## src/rtl/inst_fetch_ctrl_pkg.sv

```systemverilog
// Shared definitions for the instruction fetch controller: widths, FSM encoding,
// bubble constant and hold-buffer packing helper.
package inst_fetch_ctrl_pkg;

    localparam int unsigned ADDR_W = 32;
    localparam int unsigned INST_W = 32;
    localparam int unsigned HOLD_W = ADDR_W + INST_W;

    localparam logic [INST_W-1:0] NOP_INST = 32'h0000_0000;

    typedef enum logic [1:0] {
        StIdle = 2'd0,
        StWait = 2'd1,
        StHold = 2'd2
    } fetch_state_e;

    // Address sits in the upper half so a hold entry reads as {addr, inst}.
    function automatic logic [HOLD_W-1:0] pack_hold(input logic [ADDR_W-1:0] addr,
                                                    input logic [INST_W-1:0] inst);
        return {addr, inst};
    endfunction

endpackage

```

## src/rtl/inst_fetch_ctrl_if.sv

```systemverilog
// Instruction memory request/acknowledge bus between the fetch controller and memory.
interface inst_fetch_ctrl_if;
    import inst_fetch_ctrl_pkg::*;

    logic              mem_req;
    logic [ADDR_W-1:0] mem_addr;
    logic              mem_ack;
    logic [INST_W-1:0] mem_rdata;

    modport master (
        output mem_req,
        output mem_addr,
        input  mem_ack,
        input  mem_rdata
    );

    modport slave (
        input  mem_req,
        input  mem_addr,
        output mem_ack,
        output mem_rdata
    );

endinterface

```

## src/rtl/inst_fetch_ctrl_fetch_hold_buf.sv

```systemverilog
// Hold buffer: parks one fetched {addr, inst} pair while decode is stalled.
module fetch_hold_buf
    import inst_fetch_ctrl_pkg::*;
(
    input  logic              clk,
    input  logic              rst,
    input  logic              load_i,
    input  logic              clear_i,
    input  logic [HOLD_W-1:0] data_i,
    output logic [HOLD_W-1:0] data_o,
    output logic              valid_o
);

    logic [HOLD_W-1:0] data_q;
    logic              valid_q;

    always_ff @(posedge clk) begin
        if (rst || clear_i) begin
            data_q  <= '0;
            valid_q <= 1'b0;
        end else if (load_i) begin
            data_q  <= data_i;
            valid_q <= 1'b1;
        end
    end

    assign data_o  = data_q;
    assign valid_o = valid_q;

endmodule

```

## src/rtl/inst_fetch_ctrl.sv

```systemverilog
// Instruction fetch controller: issues one memory request per PC value and
// delivers the result to the IF/ID register, handling stall, flush and reset.
module inst_fetch_ctrl
    import inst_fetch_ctrl_pkg::*;
(
    input  logic                clk,
    input  logic                rst,
    input  logic                ce_i,
    input  logic [ADDR_W-1:0]   pc_addr_i,
    input  logic                stall_i,
    input  logic                flush_i,
    inst_fetch_ctrl_if.master   mem_io,
    output logic [INST_W-1:0]   inst_o,
    output logic [ADDR_W-1:0]   inst_addr_o,
    output logic                inst_valid_o,
    output logic                stall_req_o
);

    fetch_state_e      state_q;
    logic              mem_req_q;
    logic [ADDR_W-1:0] mem_addr_q;
    logic              discard_q;
    logic [INST_W-1:0] inst_q;
    logic [ADDR_W-1:0] inst_addr_q;
    logic              inst_valid_q;

    logic              ack_usable;
    logic              buf_load;
    logic              buf_clear;
    logic [HOLD_W-1:0] buf_data;
    logic              buf_valid;

    // An ack only carries a deliverable instruction if nothing has killed the fetch.
    assign ack_usable = mem_io.mem_ack && !discard_q && !flush_i;

    always_comb begin
        buf_load  = (state_q == StWait) && ack_usable && stall_i;
        buf_clear = (state_q == StHold) && (flush_i || !stall_i);
    end

    fetch_hold_buf u_hold_buf (
        .clk     (clk),
        .rst     (rst),
        .load_i  (buf_load),
        .clear_i (buf_clear),
        .data_i  (pack_hold(mem_addr_q, mem_io.mem_rdata)),
        .data_o  (buf_data),
        .valid_o (buf_valid)
    );

    always_ff @(posedge clk) begin
        if (rst) begin
            state_q      <= StIdle;
            mem_req_q    <= 1'b0;
            mem_addr_q   <= '0;
            discard_q    <= 1'b0;
            inst_q       <= NOP_INST;
            inst_addr_q  <= '0;
            inst_valid_q <= 1'b0;
        end else begin
            // Baseline IF/ID policy; a state below may load a real instruction over it.
            if (flush_i) begin
                inst_valid_q <= 1'b0;
                inst_q       <= NOP_INST;
            end else if (!stall_i) begin
                inst_valid_q <= 1'b0;
            end

            case (state_q)
                StIdle: begin
                    if (ce_i && !flush_i) begin
                        mem_req_q  <= 1'b1;
                        mem_addr_q <= pc_addr_i;
                        discard_q  <= 1'b0;
                        state_q    <= StWait;
                    end else begin
                        mem_req_q <= 1'b0;
                    end
                end
                StWait: begin
                    if (mem_io.mem_ack) begin
                        mem_req_q <= 1'b0;
                        state_q   <= StIdle;
                        if (ack_usable) begin
                            if (stall_i) begin
                                state_q <= StHold;
                            end else begin
                                inst_q       <= mem_io.mem_rdata;
                                inst_addr_q  <= mem_addr_q;
                                inst_valid_q <= 1'b1;
                            end
                        end
                    end else if (flush_i) begin
                        discard_q <= 1'b1;
                    end
                end
                StHold: begin
                    if (flush_i) begin
                        state_q <= StIdle;
                    end else if (!stall_i && buf_valid) begin
                        inst_q       <= buf_data[INST_W-1:0];
                        inst_addr_q  <= buf_data[HOLD_W-1:INST_W];
                        inst_valid_q <= 1'b1;
                        state_q      <= StIdle;
                    end
                end
                default: state_q <= StIdle;
            endcase
        end
    end

    always_comb begin
        stall_req_o = 1'b0;
        if (ce_i) begin
            case (state_q)
                StIdle:  stall_req_o = 1'b1;
                StWait:  stall_req_o = !ack_usable;
                default: stall_req_o = 1'b0;
            endcase
        end
    end

    assign mem_io.mem_req  = mem_req_q;
    assign mem_io.mem_addr = mem_addr_q;
    assign inst_o          = inst_q;
    assign inst_addr_o     = inst_addr_q;
    assign inst_valid_o    = inst_valid_q;

endmodule
```

## src/flat_wrapper.sv

```systemverilog
// flat-port wrapper written by rule: the top's interface ports become plain ports
module inst_fetch_ctrl_flat import inst_fetch_ctrl_pkg::*;
  (clk, rst, ce_i, pc_addr_i, stall_i, flush_i, inst_o, inst_addr_o, inst_valid_o, stall_req_o, mem_io_mem_req, mem_io_mem_addr, mem_io_mem_ack, mem_io_mem_rdata);
  inst_fetch_ctrl_if mem_io_i ();
  input  logic clk;
  input  logic rst;
  input  logic ce_i;
  input  logic [ADDR_W-1:0] pc_addr_i;
  input  logic stall_i;
  input  logic flush_i;
  output logic [INST_W-1:0] inst_o;
  output logic [ADDR_W-1:0] inst_addr_o;
  output logic inst_valid_o;
  output logic stall_req_o;
  output wire logic [$bits(mem_io_i.mem_req)-1:0] mem_io_mem_req;
  output wire logic [$bits(mem_io_i.mem_addr)-1:0] mem_io_mem_addr;
  input wire logic [$bits(mem_io_i.mem_ack)-1:0] mem_io_mem_ack;
  input wire logic [$bits(mem_io_i.mem_rdata)-1:0] mem_io_mem_rdata;
  assign mem_io_mem_req = mem_io_i.mem_req;
  assign mem_io_mem_addr = mem_io_i.mem_addr;
  assign mem_io_i.mem_ack = mem_io_mem_ack;
  assign mem_io_i.mem_rdata = mem_io_mem_rdata;
  inst_fetch_ctrl u_core (.clk(clk), .rst(rst), .ce_i(ce_i), .pc_addr_i(pc_addr_i), .stall_i(stall_i), .flush_i(flush_i), .mem_io(mem_io_i), .inst_o(inst_o), .inst_addr_o(inst_addr_o), .inst_valid_o(inst_valid_o), .stall_req_o(stall_req_o));
endmodule
```

## config.mk

```make
export PLATFORM = sky130hd
export DESIGN_NAME = inst_fetch_ctrl_flat
export DESIGN_NICKNAME = d
export VERILOG_FILES = /design/src/rtl/inst_fetch_ctrl_pkg.sv /design/src/rtl/inst_fetch_ctrl_if.sv /design/src/rtl/inst_fetch_ctrl_fetch_hold_buf.sv /design/src/rtl/inst_fetch_ctrl.sv /design/src/flat_wrapper.sv
export SDC_FILE = /design/constraint.sdc
export NUM_CORES = 1
export LEC_CHECK = 0
export ABC_AREA = 1
export CAP_MARGIN = 20
export CORE_MARGIN = 2
export CORE_UTILIZATION = 49
export DETAILED_ROUTE_END_ITERATION = 12
export GPL_TIMING_DRIVEN = 0
export MAX_ROUTING_LAYER = met4
export PLACE_DENSITY = 0.8
export SKIP_LAST_GASP = 1
export SLEW_MARGIN = 25
export SYNTH_ARGS = -nofsm -noshare
export SYNTH_HDL_FRONTEND = slang
export SYNTH_SLANG_ARGS = --single-unit
export TNS_END_PERCENT = 50
```

## constraint.sdc

```tcl
create_clock -name clk -period 2.1 [get_ports clk]
set_input_delay 0.42 -clock clk [delete_from_list [all_inputs] [get_ports clk]]
set_output_delay 0.42 -clock clk [all_outputs]
set_load 0.03 [all_outputs]
```

==> results of run 1 <==
flip-flops by register name, summed over array words and instances, names as in the netlist:
register	count
u_core.discard_q	1
u_core.inst_addr_o	32
u_core.inst_o	32
u_core.inst_valid_o	1
u_core.mem_io.mem_addr	32
u_core.mem_io.mem_req	1
u_core.state_q	2
u_core.u_hold_buf.data_o	64
u_core.u_hold_buf.valid_o	1
logic make-up after synthesis:
| family | Yosys count | share of synthesized area |
|---|---|---|
| simple gates | 446 | 0.263 |
| compound gates | 227 | 0.170 |
| flops | 166 | 0.498 |
| buf+inv | 102 | 0.0630 |
| fa+ha+maj | 3 | 0.00562 |
cell usage after synthesis:
master and n:
dfxtp_1 166, a21oi_1 99, buf_4 6, clkbuf_1 43, nor2_4 1, nand3_1 36
inv_2 5, o21ai_1 4, o21ai_0 124, nor2_1 146, nand2_1 254, clkinv_1 2
inv_1 32, nand4_1 3, nand3_2 2, nor2_2 3, ha_1 3, buf_2 12
nand2_2 1, buf_1 2
worst max-delay path by stage:
stage | endpoint | slack (ns)
2_1_floorplan | u_core.inst_o[10]$_SDFF_PP0_ | 0.41
3_3_place_gp | stall_req_o | -0.60
3_5_place_dp | stall_req_o | -0.60
4_1_cts | stall_req_o | -0.02
5_1_grt | u_core.inst_addr_o[2]$_SDFFE_PP0P_ | -0.03
6_report | stall_req_o | 0.11
through the flow:
stage          setup WS (ns)  utilization  instance area [sq um]
2_1_floorplan          0.410            -                   6670
3_3_place_gp          -0.596        0.644                   8570
3_5_place_dp          -0.596        0.644                   8570
4_1_cts              -0.0158        0.692                   9200
5_1_grt              -0.0302        0.695                   9230
6_report               0.107        0.695                   9230
timing repair:
| action | CTS | global route |
|---|---|---|
| setup buffers | 0 | 1 |
| pin swaps | 0 | 1 |
| gates resized for setup | 11 | 19 |
| endpoints found under the setup margin | 12 | 67 |
worst max-delay path: stages (launching register included):
cell and delay (ns):
dfxtp_1 0.41, ha_4 0.19, buf_6 0.15, nand2_4 0.08, nand2_1 0.08, nand2_1 0.05
inv_1 0.05, buf_4 0.16
metal layers:
layer	GRT usage	routed length [um]	up-vias
met5	-	0	-
met3	0.0590	1290	35
met2	0.408	8710	230
met1	0.337	8480	3167
li1	-	-	3414
met4	0.118	401	0
power by group through the flow:
| stage | sequential [mW] | clock [mW] | combinational, mW |
|---|---|---|---|
| floorplan | 3.70 | 0 | 0.618 |
| global placement | 3.46 | 0 | 1.48 |
| detailed placement | 3.46 | 0 | 1.49 |
| CTS | 3.40 | 3.33 | 1.51 |
| global route | 3.42 | 3.46 | 1.66 |
| finish | 3.40 | 3.30 | 1.53 |
final cells by class:
type | count | area (sq um) | area share
Sequential cell | 166 | 3320 | 0.360
Clock inverter | 9 | 148 | 0.0160
Clock buffer | 23 | 478 | 0.0518
Inverter | 39 | 146 | 0.0159
Buffer | 62 | 284 | 0.0308
Timing Repair Buffer | 168 | 1680 | 0.182
Tap cell | 176 | 220 | 0.0238
Multi-Input combinational cell | 676 | 2960 | 0.320
==> impl_metrics.tcl, run 1 <==
set metrics [dict create \
    status "finished clean" \
    drv_slew 0 \
    synth_warnings 0 \
    syn-cell-area_sq_um 6670 \
    drv_cap 0 \
    drtPass1Iterations 7 \
    clkPwrFrac 0.401 \
    finalWirelength_um 18900 \
    rsz0062_at_grt "yes" \
    fin_cells 1319 \
    crit_fanout 10 \
    synth_top_cell_by_area "dfxtp_1" \
    diodes 0 \
    avgSynthCellArea_sq_um 7.07 \
    maxSlewHeadroom 0.581 \
    p_switching_mw 2.28 \
    start_util 0.502 \
    synthCells 944 \
    fmax_mhz 502 \
    fin_skew_ns 0.00402 \
    placedCellCount 1287 \
    hold_violations 0 \
    die-height_um 121 \
    h-tree-depth 4 \
    seqPwrFrac 0.413 \
    p_comb_frac 0.186 \
    drt-initial-drc-count 560 \
    layout_common_cells "nand2_1 (252), dfxtp_1 (165), clkdlybuf4s50_1 (164)" \
    avgRoutedWirePerCell_um 14.3 \
    clock_path_buffers 2 \
    worstSetupPathType "reg2out" \
    drcViolationCount 0 \
    cts_buffers 17 \
    ys_types 20 \
    antenna_found_initial 0 \
    r2r_cells 11 \
    arrival_ns 1.57 \
    timing.rr.start "u_core.state_q[0]$_SDFFE_PP0P_" \
    grt_use_total 0.266 \
    whs_ns 0.457 \
    cts_root_buf "clkbuf_16" \
    p_leak_nw 3.68 \
    syn-num-nets 1017 \
    finalSetupViolations 0 \
    grt_pass1_vias 6173 \
    cp.required_ns 1.68 \
    synth_area_leaders "dfxtp_1 (50%), nand2_1 (14%), o21ai_0 (9.3%)" \
    fin_crit_ns 1.99 \
    r2r_end "u_core.inst_addr_o[8]$_SDFFE_PP0P_" \
    min-delay-start "u_core.u_hold_buf.data_o[17]$_SDFFE_PP0P_" \
    r2r_slack_ns 0.15 \
    cts_tree "yes" \
    dp_hpwl_um 13200 \
    ant_nets 0 \
    clk_pin_slew_ns 0.06 \
    power.total_mw 8.23 \
    nets 1203 \
    vias_per_cell 5.19 \
    worstSetupStartpoint "u_core.state_q[0]$_SDFFE_PP0P_" \
    grt-ovfl-total 0 \
    max-vdd-ir-drop_v 0.000559 \
    grt_pass1_wl_um 29800 \
    num_vias 6846 \
    ioPinCount 169 \
    finalSetupTns_ns 0 \
    worst-slew-pin-transition_ns 0.628 \
    post-route-period-util 0.949 \
    clock_latency_ns 0.43 \
    synth_top_cell_area_share 0.498 \
    min_to "u_core.u_hold_buf.data_o[17]$_SDFFE_PP0P_" \
    clock-sinks 166 \
    min_path_type "reg2reg" \
    drive_gt1_frac 0.0639 \
    num_rows 42 \
    nFillCells 1132 \
    cp-end-kind "output pin" \
    power_density_nw_per_um2 891 \
    die_x_um 121 \
    switching_share 0.277 \
    cts-hold-fix-buffers 0 \
    hold_depth 2 \
    p_int_mw 5.95 \
    io_buffer_count 167 \
    gp_congestion 0.879 \
    ys_seq_area_frac 0.498 \
    area_growth_pct 38.4 \
    ys_ff_latch 166 \
    grt_max_degree 17 \
    die-area_sq_um 14600 \
    critPathLaunchType "flop" \
    final_common_cell "nand2_1" \
    core-area_sq_um 13300 \
]
(Power assumes the default switching activity.)
==> inputs of run 2 (changes only) <==
- CORE_UTILIZATION: 49 -> 40
- PLACE_DENSITY: 0.8 -> 0.67
==> impl_metrics.tcl, run 2 (same netlist as run 1, synthesis figures left out) <==
set metrics [dict create \
    nFillCells 1625 \
    antenna_found_initial 1 \
    cp.required_ns 1.68 \
    clock-sinks 166 \
    cts_buffers 17 \
    num_rows 47 \
    gp_congestion 0.869 \
    power_density_nw_per_um2 892 \
    drv_slew 0 \
    p_leak_nw 3.68 \
    grt_max_degree 17 \
    layout_common_cells "nand2_1 (252), clkdlybuf4s50_1 (164), dfxtp_1 (164)" \
    drt-initial-drc-count 467 \
    min_to "u_core.u_hold_buf.data_o[0]$_SDFFE_PP0P_" \
    min_path_type "reg2reg" \
    maxSlewHeadroom 0.578 \
    start_util 0.405 \
    avgRoutedWirePerCell_um 14.3 \
    cts_root_buf "clkbuf_16" \
    hold_depth 2 \
    hold_violations 0 \
    multi_input_area_sq_um 2950 \
    nets 1202 \
    critPathSlowestCell "dfxtp_2" \
    clock_latency_ns 0.43 \
    core-area_sq_um 16500 \
    final_common_cell "nand2_1" \
    r2r_end "u_core.u_hold_buf.data_o[19]$_SDFFE_PP0P_" \
    ant_nets 0 \
    final_cell_area_sq_um 9300 \
    h-tree-depth 4 \
    num_vias 6611 \
    fin_crit_ns 2.02 \
    clk_pin_slew_ns 0.07 \
    clock_path_buffers 2 \
    critPathMaxStageDelay_ns 0.32 \
    placedInstanceArea_sq_um 8620 \
    io_buffer_count 167 \
    finalWirelength_um 19500 \
    grt_pass1_vias 6206 \
    drive_gt1_frac 0.0674 \
    worstSetupPathType "reg2out" \
    drcViolationCount 0 \
    largest_reg_flops 64 \
    arrival_ns 1.60 \
    critPathLaunchType "flop" \
    ff_latch_area_sq_um 3330 \
    die_x_um 133 \
    drtPass1Iterations 7 \
    rsz0062_at_grt "yes" \
    grt_use_total 0.232 \
    placedCellCount 1331 \
    die-height_um 133 \
    post-route-period-util 0.962 \
    cp-end-kind "output pin" \
    dp_hpwl_um 14000 \
    cts_tree "yes" \
    finalSetupViolations 0 \
    timing.rr.start "u_core.state_q[0]$_SDFFE_PP0P_" \
    fin_cells 1363 \
    vias_per_cell 4.85 \
    area_growth_pct 39.4 \
    die-area_sq_um 17700 \
    grt-ovfl-total 0 \
    fin_skew_ns 0.00856 \
    utilization 0.565 \
    worst-slew-pin-transition_ns 0.632 \
    min-delay-start "u_core.u_hold_buf.data_o[0]$_SDFFE_PP0P_" \
    cts-hold-fix-buffers 0 \
    status "finished clean" \
    r2r_slack_ns 0.14 \
    crit_fanout 10 \
    grt_pass1_wl_um 31900 \
    r2r_cells 7 \
    ioPinCount 169 \
    drv_cap 0 \
    fmax_mhz 495 \
    path_cells "inv_2 -> ha_4 -> buf_6 -> nand2_2 -> nand2_1 -> nand2_1 -> inv_1 -> clkbuf_4" \
    max-vdd-ir-drop_v 0.000640 \
    cpMostUsedCell "nand2_1" \
]
==> run 2: layout make-up <==
cell class,instances,area share
flip-flops and latches,166,0.358
multi-input cells,676,0.318
repair buffers,167,0.180
clock buffers,20,0.0502
plain buffers,62,0.0305
well taps,220,0.0296
clock inverters,12,0.0187
inverters,39,0.0160
diodes,1,0.000269
==> run 2: power by group <==
group	leakage, nW	switching (mW)	internal (mW)
sequential	1.35	0.0919	3.31
combinational	2.02	0.978	0.559
clock	0.316	1.28	2.08
total	3.68	2.35	5.95
==> run 2: worst max path at each step <==
stage | start | to | slack, ns | depth (start not counted)
after global placement | flush_i | stall_req_o | -0.58 | 8
after CTS | u_core.state_q[1]$_SDFFE_PP0P_ | stall_req_o | -0.05 | 8
after global routing | stall_i | u_core.u_hold_buf.data_o[19]$_SDFFE_PP0P_ | -0.1 | 7
after detailed placement | flush_i | stall_req_o | -0.58 | 8
after floorplan | u_core.state_q[0]$_SDFFE_PP0P_ | u_core.inst_o[10]$_SDFF_PP0_ | 0.41 | 9
final | u_core.state_q[1]$_SDFFE_PP0P_ | stall_req_o | 0.08 | 8
==> run 2: timing repair <==
item                                    in CTS  in global routing
gates resized for setup                     10                 24
setup buffers                                0                  0
endpoints found under the setup margin      34                 82
gates cloned                                 0                  0
pin swaps                                    0                  1
==> run 2: through the flow <==
stage	setup WS (ns)	setup TNS [ns]	hold slack (ns)	power, mW
floorplan	0.410	0	0.429	4.32
global placement	-0.580	-31.27	0.445	4.97
detailed placement	-0.581	-35.01	0.449	4.99
CTS	-0.0465	-0.0753	0.459	8.33
global route	-0.0976	-0.581	0.479	8.66
finish	0.0803	0	0.454	8.30
==> run 2: layer usage <==
layer	up-vias	global-route usage	share of wire
li1	3407	-	-
met1	2968	0.306	0.46
met2	209	0.356	0.46
met3	27	0.0567	0.063
met4	0	0.0709	0.018
met5	-	-	0
==> run 2: critical path: cells and delay by family (launching register included) <==
kind / cells / cell delay (ns)
buffers and inverters: 4 / 0.45
adder cells (fa/ha/maj): 1 / 0.15
flip-flops: 1 / 0.32
AND/OR/NAND/NOR: 3 / 0.25
==> inputs of run 3 (changes only) <==
- MAX_ROUTING_LAYER: met4 -> not set
==> impl_metrics.tcl, run 3 (same netlist as run 1, synthesis figures left out) <==
set metrics [dict create \
    cp-end-kind "output pin" \
    antenna_found_initial 1 \
    ioPinCount 169 \
    layout_common_cells "nand2_1 (252), clkdlybuf4s50_1 (164), dfxtp_1 (164)" \
    grt_pass1_vias 6202 \
    critPathMaxStageDelay_ns 0.32 \
    finalSetupViolations 0 \
    p_leak_nw 3.68 \
    die_x_um 133 \
    largest_reg_flops 64 \
    gp_congestion 0.856 \
    whs_ns 0.455 \
    ant_nets 0 \
    crit_path_end "stall_req_o" \
    cts_tree "yes" \
    critPathSlowestCell "dfxtp_2" \
    critPathLaunchType "flop" \
    final_cell_area_sq_um 9300 \
    io_buffer_count 167 \
    status "finished clean" \
    core-area_sq_um 16500 \
    cts_root_buf "clkbuf_16" \
    clk_pin_slew_ns 0.07 \
    maxSlewHeadroom 0.578 \
    drcViolationCount 0 \
    num_rows 47 \
    avgRoutedWirePerCell_um 14.4 \
    r2r_cells 8 \
    drv_cap 0 \
    clock_path_buffers 2 \
    drive_gt1_frac 0.0674 \
    drv_slew 0 \
    grt_pass1_wl_um 31900 \
    r2r_end "u_core.inst_o[14]$_SDFF_PP0_" \
    rsz0062_at_grt "yes" \
    cp.required_ns 1.68 \
    timing.rr.start "u_core.state_q[0]$_SDFFE_PP0P_" \
    worst-slew-pin-transition_ns 0.633 \
    cpMostUsedCell "nand2_1" \
    finalWirelength_um 19700 \
    r2r_slack_ns 0.11 \
    cp_num_buf_inv 4 \
    num_vias 6618 \
    crit_fanout 10 \
    dp_hpwl_um 14000 \
    fin_crit_ns 2.02 \
    drtPass1Iterations 6 \
    min_path_type "reg2reg" \
    placedInstanceArea_sq_um 8620 \
    clock_latency_ns 0.43 \
    power.total_mw 8.31 \
    finalSetupTns_ns 0 \
    start_util 0.405 \
    grt_util_met3 0.0529 \
    nets 1202 \
    vias_per_cell 4.86 \
    fmax_mhz 494 \
    grt.met1_usage 0.307 \
    drt-initial-drc-count 513 \
    arrival_ns 1.60 \
    cts_buffers 17 \
    path_cells "inv_2 -> ha_4 -> buf_6 -> nand2_2 -> nand2_1 -> nand2_1 -> inv_1 -> clkbuf_4" \
    die-area_sq_um 17700 \
    post-route-period-util 0.963 \
    hold_violations 0 \
    grt_max_degree 17 \
    top_usage_layer "met2" \
    grt_use_total 0.226 \
    crit_family "buffers and inverters" \
    h-tree-depth 4 \
    worstSetupPathType "reg2out" \
    max-vdd-ir-drop_v 0.000636 \
    die-height_um 133 \
    grt-ovfl-total 0 \
    clock-sinks 166 \
    met2_usage 0.354 \
    fin_skew_ns 0.0120 \
    worstSetupStartpoint "u_core.state_q[1]$_SDFFE_PP0P_" \
    crit_cells 8 \
    final_common_cell "nand2_1" \
    area_growth_pct 39.4 \
    power_density_nw_per_um2 893 \
]
==> run 3: worst min path at each step <==
stage / start / end / slack (ns) / cells past startpoint
after floorplan: u_core.u_hold_buf.data_o[0]$_SDFFE_PP0P_ / u_core.u_hold_buf.data_o[0]$_SDFFE_PP0P_ / 0.43 / 2
after detailed placement: u_core.u_hold_buf.data_o[27]$_SDFFE_PP0P_ / u_core.u_hold_buf.data_o[27]$_SDFFE_PP0P_ / 0.45 / 2
after global placement: u_core.u_hold_buf.data_o[27]$_SDFFE_PP0P_ / u_core.u_hold_buf.data_o[27]$_SDFFE_PP0P_ / 0.45 / 2
after global routing: u_core.u_hold_buf.data_o[27]$_SDFFE_PP0P_ / u_core.u_hold_buf.data_o[27]$_SDFFE_PP0P_ / 0.48 / 2
after CTS: u_core.u_hold_buf.data_o[27]$_SDFFE_PP0P_ / u_core.u_hold_buf.data_o[27]$_SDFFE_PP0P_ / 0.46 / 2
final: u_core.u_hold_buf.data_o[0]$_SDFFE_PP0P_ / u_core.u_hold_buf.data_o[0]$_SDFFE_PP0P_ / 0.46 / 2
==> run 3: layer usage <==
layer / vias to the layer above / part of all wire
li1: 3410 / -
met1: 2970 / 0.46
met2: 211 / 0.46
met3: 27 / 0.066
met4: 0 / 0.019
met5: - / 0
==> run 3: cell type report <==
| type | instances | area (sq um) |
|---|---|---|
| tap | 220 | 275 |
| timing repair buffer | 167 | 1670 |
| multi-input combinational | 676 | 2950 |
| inverter | 39 | 149 |
| clock buffer | 20 | 467 |
| buffer | 62 | 284 |
| clock inverter | 12 | 174 |
| antenna | 1 | 2.50 |
| fill | 1625 | 7170 |
| sequential | 166 | 3330 |
==> run 3: worst reg2reg max path, cell delays in order (launching register included) <==
cell     delay [ns]
dfxtp_2        0.36
inv_1          0.08
ha_2           0.44
inv_1          0.09
a21oi_1        0.20
nand3_2        0.25
buf_2          0.28
nand3_1        0.10
a21oi_1        0.07
==> run 3: power by group <==
part	switching [mW]	total [mW]	internal (mW)	leakage (nW)
sequential	0.0920	3.40	3.31	1.35
combinational	0.982	1.54	0.559	2.02
clock	1.28	3.37	2.08	0.316
total	2.36	8.31	5.95	3.68
==> run 3: metrics by stage <==
step	worst slack (ns)	cells	utilization
after floorplan	0.410	944	-
after global placement	-0.580	1331	0.524
after detailed placement	-0.581	1331	0.524
after CTS	-0.0465	1362	0.562
after global routing	-0.101	1363	0.565
final	0.0770	1363	0.565
==> run 3: repair_timing <==
action,4_1_cts,5_1_grt
setup buffers,0,0
gates cloned,0,0
setup endpoints to repair,34,82
pin swaps,0,1
endpoints found under the hold margin,0,0
hold buffers,0,0
gates resized for setup,10,24
